File: config.mk
export PLATFORM = sky130hd
export DESIGN_NAME = dmem_arbiter
export DESIGN_NICKNAME = d
export VERILOG_FILES = /design/src/rtl/dmem_arbiter.sv
export SDC_FILE = /design/constraint.sdc
export NUM_CORES = 1
export LEC_CHECK = 0
export CAP_MARGIN = 15
export CORE_MARGIN = 2
export CORE_UTILIZATION = 39
export CTS_CLUSTER_DIAMETER = 100
export DETAILED_ROUTE_END_ITERATION = 10
export GPL_TIMING_DRIVEN = 0
export PLACE_DENSITY = 0.86
export SYNTH_ARGS = -nofsm -noshare
export SYNTH_HDL_FRONTEND = slang
export SYNTH_SLANG_ARGS = --single-unit
File: constraint.sdc
create_clock -name clock -period 1.9 [get_ports clock]
set_input_delay 0.38 -clock clock [delete_from_list [all_inputs] [get_ports clock]]
set_output_delay 0.38 -clock clock [all_outputs]
set_load 0.05 [all_outputs]
File: src/rtl/dmem_arbiter.sv
// Two-requester round-robin arbiter for a single-port data memory.
// Each access runs IDLE -> SERVE -> DONE, so one access completes every 3 cycles.
module dmem_arbiter (
   input  logic        clock,
   input  logic        reset,
   input  logic        req0,
   input  logic        req1,
   input  logic        word_we0,
   input  logic        word_we1,
   input  logic        byte_we0,
   input  logic        byte_we1,
   input  logic [31:0] addr0,
   input  logic [31:0] addr1,
   input  logic [31:0] wdata0,
   input  logic [31:0] wdata1,
   input  logic [31:0] mem_rdata,
   output logic [31:0] mem_addr,
   output logic [31:0] mem_wdata,
   output logic        mem_word_we,
   output logic        mem_byte_we,
   output logic [1:0]  gnt,
   output logic [1:0]  done,
   output logic [31:0] rdata,
   output logic        err,
   output logic        busy
);

   typedef enum logic [1:0] {IDLE, SERVE, DONE} state_t;

   state_t      state;
   logic        last_grant;
   logic        idx_q;
   logic        word_q;
   logic        byte_q;
   logic        mis_q;

   logic        pick;
   logic        sel_word;
   logic        sel_byte;
   logic [31:0] sel_addr;
   logic [31:0] sel_wdata;
   logic        sel_mis;

   // On a tie the requester that did not win last time is chosen.
   always_comb begin
      pick = 1'b0;
      if (req0 && req1)
         pick = ~last_grant;
      else if (req1)
         pick = 1'b1;
      sel_word  = pick ? word_we1 : word_we0;
      sel_byte  = pick ? byte_we1 : byte_we0;
      sel_addr  = pick ? addr1    : addr0;
      sel_wdata = pick ? wdata1   : wdata0;
      // Only pure byte writes may be unaligned; reads and word writes need addr[1:0] == 0.
      sel_mis   = !(sel_byte && !sel_word) && (sel_addr[1:0] != 2'b00);
   end

   always_ff @(posedge clock or negedge reset) begin
      if (!reset) begin
         state       <= IDLE;
         last_grant  <= 1'b1;
         idx_q       <= 1'b0;
         word_q      <= 1'b0;
         byte_q      <= 1'b0;
         mis_q       <= 1'b0;
         mem_addr    <= '0;
         mem_wdata   <= '0;
         mem_word_we <= 1'b0;
         mem_byte_we <= 1'b0;
         gnt         <= '0;
         done        <= '0;
         rdata       <= '0;
         err         <= 1'b0;
         busy        <= 1'b0;
      end else begin
         case (state)
            IDLE: begin
               if (req0 || req1) begin
                  state       <= SERVE;
                  idx_q       <= pick;
                  last_grant  <= pick;
                  mem_addr    <= sel_addr;
                  mem_wdata   <= sel_wdata;
                  word_q      <= sel_word;
                  byte_q      <= sel_byte;
                  mis_q       <= sel_mis;
                  gnt         <= pick ? 2'b10 : 2'b01;
                  mem_word_we <= sel_word && !sel_mis;
                  mem_byte_we <= sel_byte && !sel_word;
                  busy        <= 1'b1;
               end
            end
            SERVE: begin
               state       <= DONE;
               gnt         <= '0;
               mem_word_we <= 1'b0;
               mem_byte_we <= 1'b0;
               done        <= idx_q ? 2'b10 : 2'b01;
               err         <= mis_q;
               rdata       <= (!word_q && !byte_q && !mis_q) ? mem_rdata : '0;
            end
            DONE: begin
               state <= IDLE;
               done  <= '0;
               err   <= 1'b0;
               busy  <= 1'b0;
            end
            default: state <= IDLE;
         endcase
      end
   end

endmodule
==> flow_summary_export.csv <==
group,metric,value,unit
run_status,outcome,"complete, no violations",
setup_path,end_kind,"register",
global_route,antenna_found_initial,0,
routing,via_per_inst,4.924,
global_route,groute.usage.overall,21.84,%
clock_network,cts.sink_count,111,
routing,vias,4363,
setup_path,path_max_fanout,10,
clock_network,cts_tree,"done",
floorplan,rows,40,
power_and_ir_drop,leakage,4.170,nW
routing,avgRoutedWirePerCell,16.45,um
global_route,grt_max_degree,74,
cells_and_area,finalNonFillerCells,886,
routing,drcViolationCount,0,
timing,fin_skew,0.006956,ns
yosys,synth_seq_area_share,57.11,%
yosys,avgSynthCellArea,11.40,um^2
cells_and_area,num_antenna_cells,0,
routing,wirelength,14.58,mm
setup_path,crit_type,"in2reg",
clock_network,root_buffer,"clkbuf_16",
routing,detail-route-antenna-nets,0,
setup_path,cp_data_required_time,2.12,ns
global_route,grt_first_pass_wirelength,22.53,mm
cells_and_area,syn_to_final_growth,67.29,%
floorplan,coreArea,12110,um^2
timing,setup_viol,0,
cells_and_area,layout_common_cells,"166 x clkdlybuf4s50_1, 110 x dfrtp_1, 75 x dlygate4sd2_1",
clock_network,clk_pin_slew,0.07,ns
clock_network,clockBufferDepth,2,
cells_and_area,nFillCells,981,
timing,tns,0,ns
worst_hold_path,hp-class,"in2async",
setup_path,crit_path_start_kind,"input pin",
timing,finalMaxSlewViolations,0,
timing,period_needed,1.851,ns
power_and_ir_drop,peakVddDrop,0.0008996,V
timing,worstMarginPinSlew,0.5474,ns
floorplan,boundaryPins,272,
cells_and_area,mostFrequentLayoutCell,"clkdlybuf4s50_1",
yosys,synth_area,4866,um^2
yosys,synth_seq_cells,111,
setup_path,cp.arrival,2.07,ns
placement,io_buffers,271,
timing,maxSlewHeadroom,63.65,%
timing,final.period_utilization,97.41,%
setup_path,reg2reg_from,"state[0]",
run,cap_violations,0,
clock_network,ctsHoldBuffers,0,
clock_network,numCtsBuffers,9,
routing,firstDrtPassIters,4,
timing,rsz0062_at_grt,"false",
cells_and_area,post_route_cells_drive_above_1_share,7.521,%
setup_path,reg2regPathDepth,7,
clock_network,clock_latency,0.35,ns
placement,routabilityCongestion,0.7601,
clock_network,cts.htree.levels,3,
timing,hold_viol,0,
cells_and_area,final_cell_area,8140,um^2
timing,hold_ws,0.005493,ns
placement,place_area,7814,um^2
cells_and_area,seq_area,2779,um^2
routing,drt-initial-drc-count,283,
yosys,synth_nets,599,
power_and_ir_drop,p_per_area,1772,nW/um^2
timing,timing.fmax,540.3,MHz
yosys,syn_inst,427,
floorplan,dieArea,13390,um^2
yosys,ys_warn_count,0,
floorplan,fp.dieW,115.7,um
placement,placed_cells,867,
placement,place_hpwl,11.41,mm
global_route,overflow,0,
cells_and_area,final_nets,885,
cells_and_area,multi_input_area,1864,um^2
floorplan,die_h,115.7,um
global_route,grt_pass1_vias,4504,
floorplan,initial_core_util,40.18,%
yosys,ys_types,29,
setup_path,reg2reg_to,"mem_byte_we",
setup_path,reg2reg_slack,0.16,ns
==> power by group <==
group / leakage, nW / total (W) / internal [W] / switching [W]
registers: 1.40 / 0.00407 / 0.00348 / 0.000592
logic: 2.63 / 0.00847 / 0.00265 / 0.00582
clock network: 0.140 / 0.00188 / 0.00106 / 0.000821
total: 4.17 / 0.0144 / 0.00719 / 0.00723
==> cell usage after synthesis <==
cell	number	area, um^2
dfrtp_1	110	2753
nand2_1	74	277.8
mux2i_1	67	670.6
o21ai_1	62	310.3
a22o_1	36	315.3
clkbuf_1	14	52.55
o21ai_0	13	65.06
buf_6	8	90.09
nor2_1	6	22.52
inv_1	5	18.77
ha_1	4	50.05
a21oi_1	3	15.01
buf_2	3	15.01
buf_4	3	22.52
a31oi_1	2	12.51
buf_8	2	30.03
nand3b_1	2	15.01
nor2b_1	2	12.51
a21boi_1	1	7.510
a32o_1	1	10.01
dfstp_2	1	26.28
inv_2	1	3.750
mux2_2	1	11.26
nand3_1	1	5.000
nor3_1	1	5.000
nor4_4	1	21.27
o22ai_1	1	6.260
o31ai_2	1	12.51
or3b_2	1	8.760
==> worst max-delay path by stage <==
stage / start / to / slack, ns
6_report: req1 / mem_wdata[19] / 0.05
5_1_grt: state[0] / mem_wdata[21] / 0.009
4_1_cts: mem_wdata[10] / mem_wdata[10] / 0.0002
3_5_place_dp: req0 / mem_wdata[18] / -0.34
3_3_place_gp: reset / mem_wdata[29] / -3.57
2_1_floorplan: state[0] / mem_byte_we / 0.29
==> metrics by stage <==
step / setup slack, ns / util, % / power, W
finish: 0.04923 / 67.21 / 0.01443
global placement: -3.571 / 64.31 / 0.01291
global route: 0.008528 / 67.21 / 0.01522
CTS: 0.0001684 / 66.44 / 0.01450
detailed placement: -0.3369 / 64.51 / 0.01310
floorplan: 0.2873 / - / 0.009861
==> sequential cells by signal, indices dropped and copies added (netlist names) <==
name         count
mem_byte_we      1
mis_q            1
byte_q           1
mem_addr        32
state            2
err              1
busy             1
idx_q            1
mem_word_we      1
mem_wdata       32
done             2
last_grant       1
rdata           32
gnt              2
word_q           1
==> final cells by class <==
type                       instances  share of cell area (%)
buffer                            30                   2.813
timing repair buffer             275                   33.69
clock buffer                      13                   3.074
multi-input combinational        280                   22.90
inverter                           6                  0.2767
tap                              168                   2.582
sequential                       111                   34.14
clock inverter                     3                  0.5226
==> logic make-up after synthesis <==
family	Yosys count	share of synthesized area (%)
flip-flops	111	57.11
adder cells (fa/ha/maj)	4	1.029
AND/OR/NAND/NOR	88	7.560
AO/OA/AOI/OAI	120	15.51
buffers and inverters	36	4.783
multiplexers	68	14.01
==> critical path, cell delays in order <==
cell and delay, ns:
clkdlybuf4s50_1 0.61, a21boi_1 0.19, buf_4 0.25, buf_8 0.19, mux2i_1 0.35, o21ai_1 0.09
==> routing by layer <==
layer	GRT usage, %	wire length, um	vias up
met2	39.10	7715	169
li1	-	-	2085
met5	0	0	-
met1	25.28	5527	2087
met3	6.590	1066	22
met4	6.429	270	0
==> repair_timing <==
item	4_1_cts	5_1_grt
cloned	1	0
setup endpoints to repair	121	121
resized for setup	79	51
hold endpoints to repair	0	0
buffers inserted	2	0
pin swaps	1	0
(Power assumes the default switching activity.)
